### src/rtl/clock_display_top.sv
// clock_display_top
// 24-hour HH:MM clock for a 4-digit multiplexed 7-segment display, set with
// two push buttons. Contains a reset synchronizer, button synchronizers and
// debouncers, a 1 Hz prescaler, HH:MM:SS counters, a 4-state mode FSM
// (NORMAL -> RESET_SEC -> SET_MIN -> SET_HOUR), a blink counter and a digit
// scanner with segment decoder.
//
// Ports:
//   i_Clock       system clock, all logic on the rising edge
//   i_Reset_n     asynchronous active-low reset (released synchronously)
//   i_Button_Set  Set button, active-high, raw and bouncy
//   i_Button_Up   Up button, active-high, raw and bouncy
//   o_Segments    bit7 = dot, bits6:0 = g,f,e,d,c,b,a (active-high)
//   o_Digits      one-hot digit enable: [3] hours tens .. [0] minutes units
//
// Optional feature macro: COLON_BLINK_EN
//   defined   -> in NORMAL the dot on digit[2] lights in the first half of
//                each second (1 Hz colon)
//   undefined -> the dot is never lit
module clock_display_top #(
  parameter int CLK_HZ          = 32768,
  parameter int DEBOUNCE_CYCLES = 512,
  parameter int SCAN_CYCLES     = 32
) (
  input  logic       i_Clock,
  input  logic       i_Reset_n,
  input  logic       i_Button_Set,
  input  logic       i_Button_Up,
  output logic [7:0] o_Segments,
  output logic [3:0] o_Digits
);

  localparam int PW = $clog2(CLK_HZ + 1);
  localparam int DW = $clog2(DEBOUNCE_CYCLES + 1);
  localparam int SW = $clog2(SCAN_CYCLES + 1);

  typedef enum logic [1:0] {NORMAL, RESET_SEC, SET_MIN, SET_HOUR} mode_e;

  logic [1:0]    rstSync_q;
  logic          rstInt_n;
  logic [1:0]    btnRaw;
  logic [1:0]    btnMeta_q, btnSync_q, btnLevel_q, btnLevelDly_q;
  logic [DW-1:0] dbCnt_q [2];
  logic          setPulse, upPulse;
  mode_e         mode_q;
  logic [4:0]    hr_q;
  logic [5:0]    min_q, sec_q;
  logic [PW-1:0] presc_q, blink_q;
  logic          tick, blinkOff;
  logic [SW-1:0] scanCnt_q;
  logic [1:0]    scanIdx_q;
  logic [3:0]    digVal;
  logic          blank, dot;
  logic [3:0]    digits_d;
  logic [7:0]    segments_d;

  // Reset asserts immediately but is released only on a clock edge.
  always_ff @(posedge i_Clock or negedge i_Reset_n) begin
    if (!i_Reset_n) rstSync_q <= '0;
    else            rstSync_q <= {rstSync_q[0], 1'b1};
  end
  assign rstInt_n = rstSync_q[1];

  // Bit 0 is Set, bit 1 is Up.
  assign btnRaw = {i_Button_Up, i_Button_Set};

  // Two-flop synchronizer, then a debouncer per button: the level flips only
  // after DEBOUNCE_CYCLES samples in a row that differ from it; a sample that
  // agrees with the current level restarts the count.
  always_ff @(posedge i_Clock or negedge rstInt_n) begin
    if (!rstInt_n) begin
      btnMeta_q     <= '0;
      btnSync_q     <= '0;
      btnLevel_q    <= '0;
      btnLevelDly_q <= '0;
      dbCnt_q[0]    <= '0;
      dbCnt_q[1]    <= '0;
    end else begin
      btnMeta_q     <= btnRaw;
      btnSync_q     <= btnMeta_q;
      btnLevelDly_q <= btnLevel_q;
      for (int b = 0; b < 2; b++) begin
        if (btnSync_q[b] == btnLevel_q[b]) begin
          dbCnt_q[b] <= '0;
        end else if (dbCnt_q[b] == DW'(DEBOUNCE_CYCLES - 1)) begin
          btnLevel_q[b] <= btnSync_q[b];
          dbCnt_q[b]    <= '0;
        end else begin
          dbCnt_q[b] <= dbCnt_q[b] + DW'(1);
        end
      end
    end
  end

  // Set wins when both buttons pulse together.
  assign setPulse = btnLevel_q[0] & ~btnLevelDly_q[0];
  assign upPulse  = btnLevel_q[1] & ~btnLevelDly_q[1] & ~setPulse;
  assign tick     = (presc_q == PW'(CLK_HZ - 1));

  // Mode FSM with timekeeping. The clock runs in NORMAL and RESET_SEC;
  // the later mode-specific assignments override the running count.
  always_ff @(posedge i_Clock or negedge rstInt_n) begin
    if (!rstInt_n) begin
      mode_q  <= NORMAL;
      hr_q    <= '0;
      min_q   <= '0;
      sec_q   <= '0;
      presc_q <= '0;
    end else begin
      if (mode_q == NORMAL || mode_q == RESET_SEC) begin
        if (tick) begin
          presc_q <= '0;
          if (sec_q == 6'd59) begin
            sec_q <= '0;
            if (min_q == 6'd59) begin
              min_q <= '0;
              hr_q  <= (hr_q == 5'd23) ? 5'd0 : hr_q + 5'd1;
            end else begin
              min_q <= min_q + 6'd1;
            end
          end else begin
            sec_q <= sec_q + 6'd1;
          end
        end else begin
          presc_q <= presc_q + PW'(1);
        end
      end
      case (mode_q)
        NORMAL: begin
          if (setPulse) mode_q <= RESET_SEC;
        end
        RESET_SEC: begin
          if (setPulse) begin
            mode_q <= SET_MIN;
          end else if (upPulse) begin
            sec_q   <= '0;
            presc_q <= '0;
          end
        end
        SET_MIN: begin
          if (setPulse)     mode_q <= SET_HOUR;
          else if (upPulse) min_q  <= (min_q == 6'd59) ? 6'd0 : min_q + 6'd1;
        end
        default: begin
          // Returning to NORMAL restarts the time on an exact minute.
          if (setPulse) begin
            mode_q  <= NORMAL;
            sec_q   <= '0;
            presc_q <= '0;
          end else if (upPulse) begin
            hr_q <= (hr_q == 5'd23) ? 5'd0 : hr_q + 5'd1;
          end
        end
      endcase
    end
  end

  // Free-running blink phase and digit scanner; neither depends on mode.
  always_ff @(posedge i_Clock or negedge rstInt_n) begin
    if (!rstInt_n) begin
      blink_q   <= '0;
      scanCnt_q <= '0;
      scanIdx_q <= '0;
    end else begin
      blink_q <= (blink_q == PW'(CLK_HZ - 1)) ? '0 : blink_q + PW'(1);
      if (scanCnt_q == SW'(SCAN_CYCLES - 1)) begin
        scanCnt_q <= '0;
        scanIdx_q <= scanIdx_q + 2'd1;
      end else begin
        scanCnt_q <= scanCnt_q + SW'(1);
      end
    end
  end

  function automatic logic [6:0] decodeDigit(input logic [3:0] v);
    case (v)
      4'd0:    decodeDigit = 7'b0111111;
      4'd1:    decodeDigit = 7'b0000110;
      4'd2:    decodeDigit = 7'b1011011;
      4'd3:    decodeDigit = 7'b1001111;
      4'd4:    decodeDigit = 7'b1100110;
      4'd5:    decodeDigit = 7'b1101101;
      4'd6:    decodeDigit = 7'b1111101;
      4'd7:    decodeDigit = 7'b0000111;
      4'd8:    decodeDigit = 7'b1111111;
      4'd9:    decodeDigit = 7'b1101111;
      default: decodeDigit = 7'b0000000;
    endcase
  endfunction

  assign blinkOff = (blink_q >= PW'(CLK_HZ / 2));

  // Select the value for the scanned digit and decide blanking and dot.
  always_comb begin
    digVal = 4'd0;
    blank  = 1'b0;
    dot    = 1'b0;
    case (scanIdx_q)
      2'd0:    digVal = (mode_q == RESET_SEC) ? 4'(sec_q % 6'd10) : 4'(min_q % 6'd10);
      2'd1:    digVal = (mode_q == RESET_SEC) ? 4'(sec_q / 6'd10) : 4'(min_q / 6'd10);
      2'd2:    digVal = 4'(hr_q % 5'd10);
      default: digVal = 4'(hr_q / 5'd10);
    endcase
    if (mode_q == RESET_SEC && scanIdx_q[1])             blank = 1'b1;
    if (mode_q == SET_MIN   && !scanIdx_q[1] && blinkOff) blank = 1'b1;
    if (mode_q == SET_HOUR  && scanIdx_q[1]  && blinkOff) blank = 1'b1;
`ifdef COLON_BLINK_EN
    dot = (mode_q == NORMAL) && (scanIdx_q == 2'd2) && (presc_q < PW'(CLK_HZ / 2));
`else
    dot = 1'b0;
`endif
    digits_d   = blank ? 4'b0000 : (4'b0001 << scanIdx_q);
    segments_d = blank ? 8'h00 : {dot, decodeDigit(digVal)};
  end

  always_ff @(posedge i_Clock or negedge rstInt_n) begin
    if (!rstInt_n) begin
      o_Digits   <= 4'b0001;
      o_Segments <= 8'b00111111;
    end else begin
      o_Digits   <= digits_d;
      o_Segments <= segments_d;
    end
  end

endmodule

### config.mk
export PLATFORM = sky130hd
export DESIGN_NAME = clock_display_top
export DESIGN_NICKNAME = d
export VERILOG_FILES = /design/src/rtl/clock_display_top.sv
export SDC_FILE = /design/constraint.sdc
export NUM_CORES = 1
export LEC_CHECK = 0
export ABC_AREA = 1
export CORE_ASPECT_RATIO = 1.5
export CORE_MARGIN = 2
export CORE_UTILIZATION = 45
export DETAILED_ROUTE_END_ITERATION = 10
export SKIP_LAST_GASP = 1
export SLEW_MARGIN = 0
export SYNTH_ARGS = -nofsm -noshare
export SYNTH_HDL_FRONTEND = slang
export SYNTH_SLANG_ARGS = --single-unit
### constraint.sdc
create_clock -name i_Clock -period 7.1 [get_ports i_Clock]
set_clock_uncertainty 0.2 [all_clocks]
set_input_delay 1.065 -clock i_Clock [delete_from_list [all_inputs] [get_ports i_Clock]]
set_output_delay 1.065 -clock i_Clock [all_outputs]
set_load 0.05 [all_outputs]
Word level (Yosys, flattened, before mapping)
Memories as Yosys holds them, arrays and structs flattened.
Index checks and enable logic that the tools add are counted.
- register bits: 100
- memory bits (read-only): 112
- input bits: 4
- output and inout port bits: 12
- memories: 1
- add/subtract/negate cells: 9
- divide/modulo/power cells: 6
- order comparisons: 1
- equality and inequality tests: 15
- shifts and indexed selects: 1
- mux-type cells: 47
- bitwise logic cells: 8
- reductions and logical operators: 13
- memories (memory ; words ; bits a word ; read ports ; clocked after Yosys merged registers in ; wr ports ; line ; RTL):
    (no name shown) ; 16 ; 7 ; 1 ; 0 ; 0 ; 176 ; case (v)
- operators by type and width (cell ; number):
    2-to-1 mux 16 bit ; 6
    2-to-1 mux 6 bit ; 14
    2-to-1 mux 10 bit ; 4
    2-to-1 mux 5 bit ; 8
    adder 16 x 1 -> 16 bit (second input constant) ; 2
    == test 16 x 15 -> 1 bit (second input constant) ; 2
    case mux 16 bit (2 select lines) ; 1
    adder 10 x 1 -> 10 bit (second input constant) ; 2
    == test 10 x 9 -> 1 bit (second input constant) ; 2
    adder 6 x 1 -> 6 bit (second input constant) ; 3
    >= comparator 16 x 15 -> 1 bit (second input constant) ; 1
    divider 6 x 4 -> 6 bit (second input constant) ; 2
    == test 6 bit (second input constant) ; 2
    remainder unit 6 x 4 -> 6 bit (second input constant) ; 2
    2-to-1 mux 4 bit ; 3
    case mux 4 bit (3 select lines) ; 1
    case mux 6 bit (2 select lines) ; 1
    2-to-1 mux 2 bit ; 4
    2-to-1 mux 7 bit ; 1
    == test 2 bit (second input constant) ; 3
    == test 6 x 5 -> 1 bit (second input constant) ; 1
    case mux 2 bit (3 select lines) ; 1
    adder 5 x 1 -> 5 bit (second input constant) ; 1
    divider 5 x 4 -> 5 bit (second input constant) ; 1
    other kinds (16) ; 32

Depth between registers and ports, before layout
Gate-level depths: netlist of the first run.
- word-level depth: 9
- depth in mapped cells: 28

Worst setup path before layout of the first run
No wires, ideal clock.
- kind: reg2reg
- start: reg mode_q[1]
- end: reg o_Segments[3]
- setup time: 0.064 ns
- arrival time: 2.815 ns
- required time: 6.836 ns
- path slack: 4.020 ns
- cell stages (with the launch flop): 27
- path through: dfrtp_1 -> inv_1 -> ha_1 -> buf_6 -> inv_4 -> nand2_2 -> nand2_4 -> nand3_1 -> nand2_2 -> nand2_4 -> ha_1 -> nand3_1 -> nand3_2 -> nand2_2 -> nand3_2 -> nand2_2 -> nand2_2 -> nand2_4 -> nand2_4 -> nand2_1 -> nand3_1 -> nand2_2 -> inv_1 -> ha_1 -> nor2_2 -> nor2_1 -> nor2_2
- cells in the longest elaborated chain, start to end: 6
- elaborated cells on any way between the ends: 16
- RTL lines (element ; line ; RTL):
    from (decl) ; 45 ; mode_e mode_q;
    from (signal assigned) ; 104 ; mode_q <= NORMAL;
    from (signal assigned) ; 130 ; if (setPulse) mode_q <= RESET_SEC;
    from (signal assigned) ; 134 ; mode_q <= SET_MIN;
    branches (longest 5 deep; another with memory (16 x 7 bit)) ; n/a ;
    2-to-1 mux 7 bit (*) ; 213 ; segments_d = blank ? 8'h00 : {dot, decodeDigit(digVal)};
    named net segments_d[3] ; 55 ; logic [7:0] segments_d;
    to (signal assigned) ; 222 ; o_Segments <= segments_d;
    to (decl) ; 29 ; output logic [7:0] o_Segments,
Mark *: on every way through the listed nets, which the timed path passes.
A chain may end at the register's enable or synchronous reset.

Worst setup path in the final report of the first run
- start: reg mode_q[1]
- end: reg o_Segments[5]
Same word-level chain as after synthesis.

==> flow_summary_export.csv, run 1 <==
group,metric,value,unit
sta,fin_hold_ws,8.019,ps
cells_and_area,mostFrequentLayoutCells,"nand2_1 (114), nor2_1 (109), inv_1 (104)",
cells_and_area,finalInstanceArea,6350,sq um
cells_and_area,nNetsFinal,753,
setup_path,arrival,3680,ps
logic_synthesis,yosysSeqAreaShare,0.4399,
detailed_routing,vias,4407,
logic_synthesis,async_reset_ff_frac,1.000,
floorplan,die_w,95.96,um
cells_and_area,final_cells,880,
power_and_ir_drop,p_int,0.9014,mW
sta,setup_viol,0,
setup_path,critPathKind,"reg -> reg",
clock_network,clock_path_buffers,2,
logic_synthesis,synth_cell_types,50,
placed_design,placed_area,6023,sq um
setup_path,crit_slowest_cell,"dfrtp_1",
global_routing,grt_pass1_wl,19.04,mm
logic_synthesis,synth.largest_area_cell,"dfrtp_1",
logic_synthesis,synth.avg_cell_area,8.189,sq um
setup_path,cp_max_fo,8,
hold_path,hp-class,"reg -> async",
global_routing,grt_pass1_vias,4498,
setup_path,crit_path_frequent_cell,"nand2_1",
power_and_ir_drop,switching_share,0.2058,
cells_and_area,drive_above_1_share,0.1133,
floorplan,std_cell_rows,50,
detailed_routing,wl_per_cell,12.25,um
sta,slew_headroom,0.3580,
floorplan,die-area,13620,sq um
sta,worst_slew_pin_slew,962.9,ps
run,maxCapViolations,0,
setup_path,worstSetupEndpointType,"flip-flop",
logic_synthesis,syn_area,5708,sq um
detailed_routing,dr.first_iter.drc_count,121,
power_and_ir_drop,p_comb_frac,0.016,
sta,slew_violations,0,
sta,fin_crit_sh,0.5066,
power_and_ir_drop,p_per_area,178.7,nW/um^2
setup_path,slowest_delay,410,ps
logic_synthesis,synth_cells,697,
placed_design,post-dp-hpwl,8.295,mm
cells_and_area,layout_commonest_cell,"nand2_1",
cells_and_area,n_antenna_cell,0,
detailed_routing,via_per_inst,5.008,
power_and_ir_drop,power_frac_clock,0.473,
power_and_ir_drop,p_leak,3.060,nW
sta,fmax,278.0,MHz
logic_synthesis,synth_edf_count,0,
sta,hold_viol,0,
logic_synthesis,yosys_warnings,0,
clock_network,cts_setup_buffers,0,
power_and_ir_drop,switching_power,0.2336,mW
power_and_ir_drop,ir_worst_vdd,0.1033,mV
clock_network,post_cts_resized,0,
global_routing,grt_max_degree,78,
placed_design,dpl.cell_count,864,
global_routing,antenna_found_initial,0,
logic_synthesis,ys_ff_latch,100,
logic_synthesis,synth_ff_type,"dfrtp_1",
floorplan,io_pins,16,
logic_synthesis,synth_top_area_frac,0.4077,
detailed_routing,drt-pass1-iter-count,6,
sta,tns,0,ps
setup_path,required,7190,ps
global_routing,track_usage,0.1767,
clock_network,ctsHoldBuffers,0,
clock_network,tritoncts,"built",
detailed_routing,final_antenna_net_count,0,
sta,min_period,3597,ps
power_and_ir_drop,seqPwrFrac,0.510,
floorplan,die_h,141.9,um
placed_design,gp_congestion,0.8256,
floorplan,initial_core_util,0.4585,
detailed_routing,routed_wl,10.78,mm
global_routing,overflow,0,
cells_and_area,area_growth,11.25,%
detailed_routing,drcViolationCount,0,
clock_network,numCtsBuffers,9,
clock_network,htreeDepth,3,
placed_design,port_buffers,14,
cells_and_area,fillCellCount,1230,
logic_synthesis,syn-num-nets,731,
sta,rsz0062_at_grt,"false",
logic_synthesis,synth.area.top_cells,"dfrtp_1 (41%), nand2_1 (7.5%), nor2_1 (7.2%), inv_1 (6.8%), ha_1 (6.6%)",
floorplan,core_area,12450,sq um
clock_network,cts_root_buf,"clkbuf_16",
clock_network,cts.sinks,100,
clock_network,clk_latency,350,ps
status,outcome,"finished, final reports clean",
clock_network,cts.clk_slew.worst_paths,70,ps
setup_path,critPathLaunchType,"flip-flop",
-- cell families (layout without fill, tap and decap cells) --
kind of cell,after synthesis,after routing,share of synthesized area
adders and majority gates,30,30,0.06576
xor gates and xnor gates,23,23,0.03529
other,2,2,0.001316
AOI/OAI and AO/OA,79,79,0.08900
buffers and inverters,114,141,0.07913
DFF,100,100,0.4399
and+or+nand+nor,349,349,0.2896
-- final cells by class --
| class | instances | area [sq um] | share of cell area |
|---|---|---|---|
| clock buffer | 12 | 246.5 | 0.03882 |
| clock inverter | 4 | 80.08 | 0.01261 |
| inverter | 110 | 420.4 | 0.06621 |
| multi-input combinational | 483 | 2745 | 0.4323 |
| sequential | 100 | 2515 | 0.3961 |
| tap | 156 | 195.2 | 0.03074 |
| timing repair buffer | 15 | 147.6 | 0.02325 |
-- final timing paths --
path | slack, ps | end | startpoint | cells after the start
max | 3500 | o_Segments[5] | mode_q[1] | 26
min | 8 | blink_q[4] | rstSync_q[1] | 0
max reg2reg | 3500 | o_Segments[5] | mode_q[1] | 26
min reg2reg | 8 | blink_q[4] | rstSync_q[1] | 0
max in group asynchronous | 5440 | sec_q[1] | rstSync_q[1] | 1
min in group i_Clock | 150 | btnSync_q[0] | btnMeta_q[0] | 0
-- power groups by stage --
stage / Sequential (mW) / Clock (mW) / Combinational, mW
after floorplan: 0.595 / 0 / 0.00747
after global placement: 0.590 / 0 / 0.0192
after detailed placement: 0.590 / 0 / 0.0195
after CTS: 0.579 / 0.555 / 0.0196
after global routing: 0.580 / 0.580 / 0.0221
final: 0.579 / 0.537 / 0.0185
-- state kept, by name (all words and copies together), names as in the netlist, 4 cells and up --
| name | flops |
|---|---|
| dbCnt_q | 20 |
| hr_q | 5 |
| sec_q | 6 |
| blink_q | 16 |
| presc_q | 16 |
| scanCnt_q | 6 |
| o_Segments | 7 |
| o_Digits | 4 |
| min_q | 6 |
-- critical path: cells and delay by family, from the launching register on --
| kind | cells | cell delay (ps) |
|---|---|---|
| simple gates | 16 | 1400 |
| fa+ha+maj | 3 | 790 |
| flops | 1 | 410 |
| compound gates | 3 | 380 |
| buf+inv | 4 | 350 |
-- cell usage after synthesis, drive strengths merged (2+ instances only) --
cell and instances:
a21o 2, xor2 16, o22ai 2, xnor2 7, nor2 117, o21ai 28
and3 2, dfrtp 93, nand2 141, nor3b 10, buf 4, o21a 2
nand3 42, a21oi 26, dfstp 7, nor3 20, ha 30, nand4 11
nor4 3, inv 109, nor4b 2, o21bai 5, a31oi 4, a211oi 3
conb 2
-- metal layers --
layer / wire, um / track usage
met2: 5882 / 0.3324
met5: 0 / 0
met1: 4385 / 0.1876
met3: 258 / 0.03125
met4: 255 / 0.07519
-- stage by stage --
step / power [mW] / util / setup slack (ps)
after floorplan: 0.6024 / - / 3920
after global placement: 0.6093 / 0.4838 / 3676
after detailed placement: 0.6100 / 0.4838 / 3511
after CTS: 1.154 / 0.5101 / 3502
after global routing: 1.182 / 0.5101 / 3137
final: 1.135 / 0.5101 / 3503
Power figures use the tool's default switching activity.
==> run 2: changes to the inputs <==
Clock period 7.1 ns to 3.5 ns, I/O delays scaled along.
==> run 2 against run 1 <==
Against the previous run:
- design area increased by 2.0%
- sequential share of layout area down 0.76 points
- global-route usage down 0.42 points
- critical path depth down 4
- die area is the same
- count of clock-buffer cells in the layout is 3 lower
- combinational power grew 61%
- register-to-register slack worse by 3300 ps
- worst hold slack improved by 120 ps
- sequential cell count unchanged
- critical path type unchanged
==> flow_summary_export.csv, run 2 (same netlist as run 1, synthesis figures left out) <==
group,metric,value,unit
status,outcome,"finished, final reports clean",
global_routing,grt_pass1_vias,4269,
setup_path,critPathKind,"reg -> reg",
detailed_routing,via_per_inst,4.967,
cells_and_area,drive_above_1_share,0.1390,
power_and_ir_drop,finalPower,2.275,mW
clock_network,clk_latency,350,ps
sta,fin_hold_ws,131.5,ps
sta,slew_violations,0,
clock_network,cts_root_buf,"clkbuf_16",
sta,fin_crit_sh,0.9425,
cells_and_area,n_antenna_cell,0,
cells_and_area,nNetsFinal,763,
sta,worst_slew_pin_slew,753.5,ps
setup_path,crit_end,"o_Segments[3]",
placed_design,placed_area,6061,sq um
placed_design,port_buffers,14,
setup_path,worstSetupEndpointType,"flip-flop",
placed_design,place_ws,-77.61,ps
sta,tns,0,ps
sta,fmax,303.2,MHz
cells_and_area,largest_reg_flops,20,
floorplan,std_cell_rows,50,
global_routing,antenna_found_initial,0,
setup_path,r2r-start,"scanIdx_q[0]",
power_and_ir_drop,p_per_area,351.3,nW/um^2
detailed_routing,dr.first_iter.drc_count,159,
setup_path,cp_max_fo,8,
setup_path,slowest_delay,430,ps
setup_path,arrival,3390,ps
setup_path,crit_path_frequent_cell,"nand2_2",
sta,setup_slack,201.4,ps
setup_path,cp_cell_sequence,"inv_1 > ha_4 > inv_6 > a21boi_4 > inv_1 > ha_1 > nand3_1 > nand3_2 > nand2_2 > nand3_2 > nand2_2 > nand2_2 > nand2_4 > nand2_4 > nand2_1 > nand3_1 > nand2_2 > inv_1 > ha_1 > nor2_2 > nor2_1 > nor2_2",
setup_path,crit_slowest_cell,"dfrtp_1",
hold_path,hp-class,"in -> async",
setup_path,required,3590,ps
global_routing,overflow,0,
detailed_routing,drcViolationCount,0,
placed_design,post-dp-hpwl,8.344,mm
floorplan,io_pins,16,
run,maxCapViolations,0,
global_routing,grt_max_degree,60,
floorplan,die_w,95.96,um
cells_and_area,finalInstanceArea,6477,sq um
setup_path,reg2reg_slack,200,ps
detailed_routing,wl_per_cell,12.09,um
sta,hold_viol,0,
power_and_ir_drop,ir_worst_vdd,0.3042,mV
setup_path,r2r_end,"o_Segments[3]",
cells_and_area,area_growth,13.48,%
floorplan,die_h,141.9,um
clock_network,tritoncts,"built",
detailed_routing,drt-pass1-iter-count,4,
setup_path,crit_start,"scanIdx_q[0]",
floorplan,core_area,12450,sq um
sta,setup_viol,0,
clock_network,numCtsBuffers,9,
setup_path,critPathLaunchType,"flip-flop",
sta,slew_headroom,0.4977,
detailed_routing,routed_wl,10.76,mm
setup_path,reg2regPathDepth,22,
power_and_ir_drop,p_leak,3.105,nW
clock_network,cts.sinks,100,
cells_and_area,mostFrequentLayoutCells,"nand2_1 (112), nor2_1 (108), inv_1 (103)",
detailed_routing,vias,4421,
placed_design,gp_congestion,0.8797,
clock_network,htreeDepth,3,
cells_and_area,fillCellCount,1171,
floorplan,die-area,13620,sq um
sta,min_period,3299,ps
cells_and_area,top_register,"dbCnt_q",
clock_network,cts.clk_slew.worst_paths,70,ps
cells_and_area,top_regs,"dbCnt_q: 20 flops, blink_q: 16 flops, presc_q: 16 flops",
floorplan,initial_core_util,0.4585,
global_routing,grt_pass1_wl,18.65,mm
detailed_routing,final_antenna_net_count,0,
clock_network,clock_path_buffers,2,
cells_and_area,layout_commonest_cell,"nand2_1",
global_routing,track_usage,0.1725,
run 2: cell count changes in the layout (fill, tap and decap cells not counted), moves of 2 or more:
| cell | delta |
|---|---|
| buf_4 | +10 |
| clkbuf_1 | -2 |
| ha_1 | -3 |
| o21ai_4 | +2 |
| nand2_2 | +2 |
| o21ai_2 | -2 |
| clkinv_8 | +2 |
| ha_4 | +2 |
| nand2_1 | -2 |
run 2: repair_timing:
action                     4_1_cts  5_1_grt
hold buffers                     0        0
gates resized for setup          3       10
buffers inserted                 0        5
setup endpoints to repair        6        6
pin swaps                        0        3
run 2: layer usage:
layer  GRT usage  wire, um  part of all wire
met4     0.06316       193             0.018
met2      0.3195      5904              0.55
met3     0.02860       185             0.017
met1      0.1935      4477              0.42
met5           0         0                 0
run 2: area by class of cell:
type | count | area (sq um) | share of cell area
repair buffers | 25 | 222.7 | 0.03438
clock buffers | 9 | 225.2 | 0.03477
multi-input cells | 483 | 2795 | 0.4315
inverters | 110 | 422.9 | 0.06529
clock inverters | 7 | 100.1 | 0.01545
well taps | 156 | 195.2 | 0.03013
flip-flops and latches | 100 | 2516 | 0.3884
run 2: critical path, delay by kind of cell, from the launching register on:
family                     cells  cell delay, ps
buffers and inverters          4             380
DFF                            1             430
adders and majority gates      3             720
and+or+nand+nor               14            1260
AOI/OAI and AO/OA              1             250
run 2: metrics by stage:
stage / std cells / utilization
after floorplan: 697 / -
after global placement: 869 / 0.4868
after detailed placement: 869 / 0.4868
after CTS: 885 / 0.5142
after global routing: 890 / 0.5203
final: 890 / 0.5203
run 2: power by group:
| group | internal, mW | total, mW | switching, mW |
|---|---|---|---|
| registers | 1.16 | 1.18 | 0.0182 |
| clock network | 0.578 | 1.06 | 0.485 |
| logic | 0.00992 | 0.0298 | 0.0199 |
run 2: worst min path at each step:
stage | start | cells past startpoint | endpoint | slack, ps
detailed placement | rstSync_q[0] | 0 | rstSync_q[1] | 140
global placement | btnMeta_q[1] | 0 | btnSync_q[1] | 140
CTS | i_Reset_n | 1 | rstSync_q[0] | 120
finish | i_Reset_n | 1 | rstSync_q[0] | 130
floorplan | i_Reset_n | 0 | rstSync_q[0] | 30
global route | i_Reset_n | 1 | rstSync_q[0] | 120
==> run 3: changes to the inputs <==
Settings changed: CORE_MARGIN 2 to 3.
==> run 3 against run 2 <==
Against the previous run:
- first-iteration DRC count down 26%
- core utilization increased by 0.94 points
- worst hold slack got worse by 0.51 ps
- wire length is 1.8% higher
- non-clock buffer count is 4 higher
- global-route usage is 0.74 points lower
- die area increased by 3.5%
- count of clock-buffer cells in the layout up 2
- via count is 1.2% higher
- power fell by 5.4%
- clock power down 11%
==> flow_summary_export.csv, run 3 (same netlist as run 1, synthesis figures left out) <==
group,metric,value,unit
status,outcome,"finished, final reports clean",
power_and_ir_drop,p_int,1.668,mW
cells_and_area,fillCellCount,1171,
floorplan,io_pins,16,
global_routing,grt_max_degree,61,
cells_and_area,layout_commonest_cell,"nand2_1",
hold_path,hp-class,"in -> async",
clock_network,htreeDepth,3,
floorplan,die_w,97.96,um
detailed_routing,via_per_inst,5.019,
sta,fin_crit_sh,0.9283,
placed_design,port_buffers,14,
cells_and_area,top_regs,"dbCnt_q: 20 flops, blink_q: 16 flops, presc_q: 16 flops",
global_routing,grt_pass1_wl,19.20,mm
detailed_routing,routed_wl,10.96,mm
floorplan,initial_core_util,0.4678,
cells_and_area,final_core_util,0.5297,
setup_path,critPathLaunchType,"flip-flop",
setup_path,arrival,3330,ps
cells_and_area,nNetsFinal,767,
floorplan,die_h,143.9,um
clock_network,cts.sinks,100,
global_routing,antenna_found_initial,0,
floorplan,die-area,14100,sq um
run,maxCapViolations,0,
power_and_ir_drop,switching_share,0.2254,
power_and_ir_drop,p_per_area,333.2,nW/um^2
detailed_routing,drt-pass1-iter-count,4,
cells_and_area,area_growth,13.22,%
floorplan,core_area,12200,sq um
setup_path,required,3590,ps
clock_network,ctsHoldBuffers,0,
power_and_ir_drop,p_leak,3.097,nW
sta,fmax,307.8,MHz
setup_path,worstSetupEndpointType,"flip-flop",
global_routing,grt_pass1_vias,4494,
placed_design,gp_congestion,0.8801,
power_and_ir_drop,ir_worst_vdd,0.2663,mV
detailed_routing,dr.first_iter.drc_count,118,
sta,min_period,3249,ps
global_routing,overflow,0,
sta,setup_viol,0,
global_routing,track_usage,0.1651,
sta,tns,0,ps
setup_path,cp_max_fo,8,
cells_and_area,top_register,"dbCnt_q",
detailed_routing,drcViolationCount,0,
cells_and_area,drive_above_1_share,0.1423,
clock_network,clock_path_buffers,2,
detailed_routing,wl_per_cell,12.30,um
sta,hold_viol,0,
power_and_ir_drop,seqPwrFrac,0.550,
placed_design,post-dp-hpwl,8.513,mm
power_and_ir_drop,power_frac_clock,0.436,
cells_and_area,mostFrequentLayoutCells,"nand2_1 (112), nor2_1 (109), inv_1 (102)",
clock_network,cts.clk_slew.worst_paths,70,ps
cells_and_area,finalInstanceArea,6462,sq um
clock_network,numCtsBuffers,9,
cells_and_area,n_antenna_cell,0,
clock_network,tritoncts,"built",
sta,slew_headroom,0.4828,
power_and_ir_drop,p_comb_frac,0.014,
clock_network,clk_latency,350,ps
setup_path,critPathKind,"reg -> reg",
placed_design,placed_area,6057,sq um
floorplan,std_cell_rows,49,
sta,slew_violations,0,
sta,worst_slew_pin_slew,775.8,ps
detailed_routing,vias,4472,
cells_and_area,largest_reg_flops,20,
power_and_ir_drop,switching_power,0.4854,mW
clock_network,cts_root_buf,"clkbuf_16",
detailed_routing,final_antenna_net_count,0,
[run 3: stage by stage]
step,setup slack [ps],cells,total power [mW],hold WS (ps)
6_report,251.0,891,2.153,131.0
5_1_grt,-12.11,891,2.241,118.5
4_1_cts,20.98,882,2.187,118.8
3_5_place_dp,-51.55,866,1.238,135.5
3_3_place_gp,43.48,866,1.237,136.0
2_1_floorplan,320.4,697,1.222,29.41
[run 3: final timing paths]
| path | startpoint | to | slack [ps] | cells past startpoint |
|---|---|---|---|---|
| min | i_Reset_n | rstSync_q[1] | 130 | 1 |
| max reg2reg | mode_q[1] | o_Segments[3] | 250 | 24 |
| min in group i_Clock | rstSync_q[0] | rstSync_q[1] | 150 | 0 |
| max | mode_q[1] | o_Segments[3] | 250 | 24 |
| min reg2reg | rstSync_q[0] | rstSync_q[1] | 150 | 0 |
| max in group asynchronous | rstSync_q[1] | o_Segments[5] | 2050 | 1 |
[run 3: power groups by stage]
stage | Combinational [mW] | Clock, mW | Sequential (mW)
6_report | 0.0306 | 0.939 | 1.18
4_1_cts | 0.0318 | 0.971 | 1.18
5_1_grt | 0.0361 | 1.02 | 1.19
3_3_place_gp | 0.0308 | 0 | 1.21
2_1_floorplan | 0.0152 | 0 | 1.21
3_5_place_dp | 0.0318 | 0 | 1.21
[run 3: routing by layer]
layer	wire length, um	track usage	vias up
met2	5882	0.3137	58
met5	0	0	-
met1	4492	0.1725	2097
li1	-	-	2292
met4	331	0.08753	0
met3	251	0.02720	25
[run 3: what timing repair did]
action                     in CTS  in global routing
buffers inserted                0                  9
gates resized for setup         1                 14
pin swaps                       0                  5
setup endpoints to repair       4                  7
[run 3: cell type report]
type,instances,area [sq um],share of cell area
repair buffers,29,252.7,0.03911
flip-flops and latches,100,2517,0.3895
multi-input cells,483,2800,0.4333
clock inverters,5,45.04,0.006970
clock buffers,11,232.7,0.03601
inverters,110,422.9,0.06544
well taps,153,191.4,0.02962
[run 3: worst max-delay path, stage by stage, from the launching register on]
cell	delay (ps)
dfrtp_1	420
inv_2	100
ha_4	200
nand2_1	100
nand2_4	130
nand3_1	120
nand2_2	90
nand2_4	70
ha_1	170
nand3_1	100
nand3_2	90
nand2_2	90
nand3_2	70
nand2_2	100
nand2_2	70
nand2_4	80
nand2_4	60
nand2_1	60
nand3_1	70
nand2_2	140
inv_1	80
ha_1	280
nor2_2	140
nor2_1	70
nor2_2	90
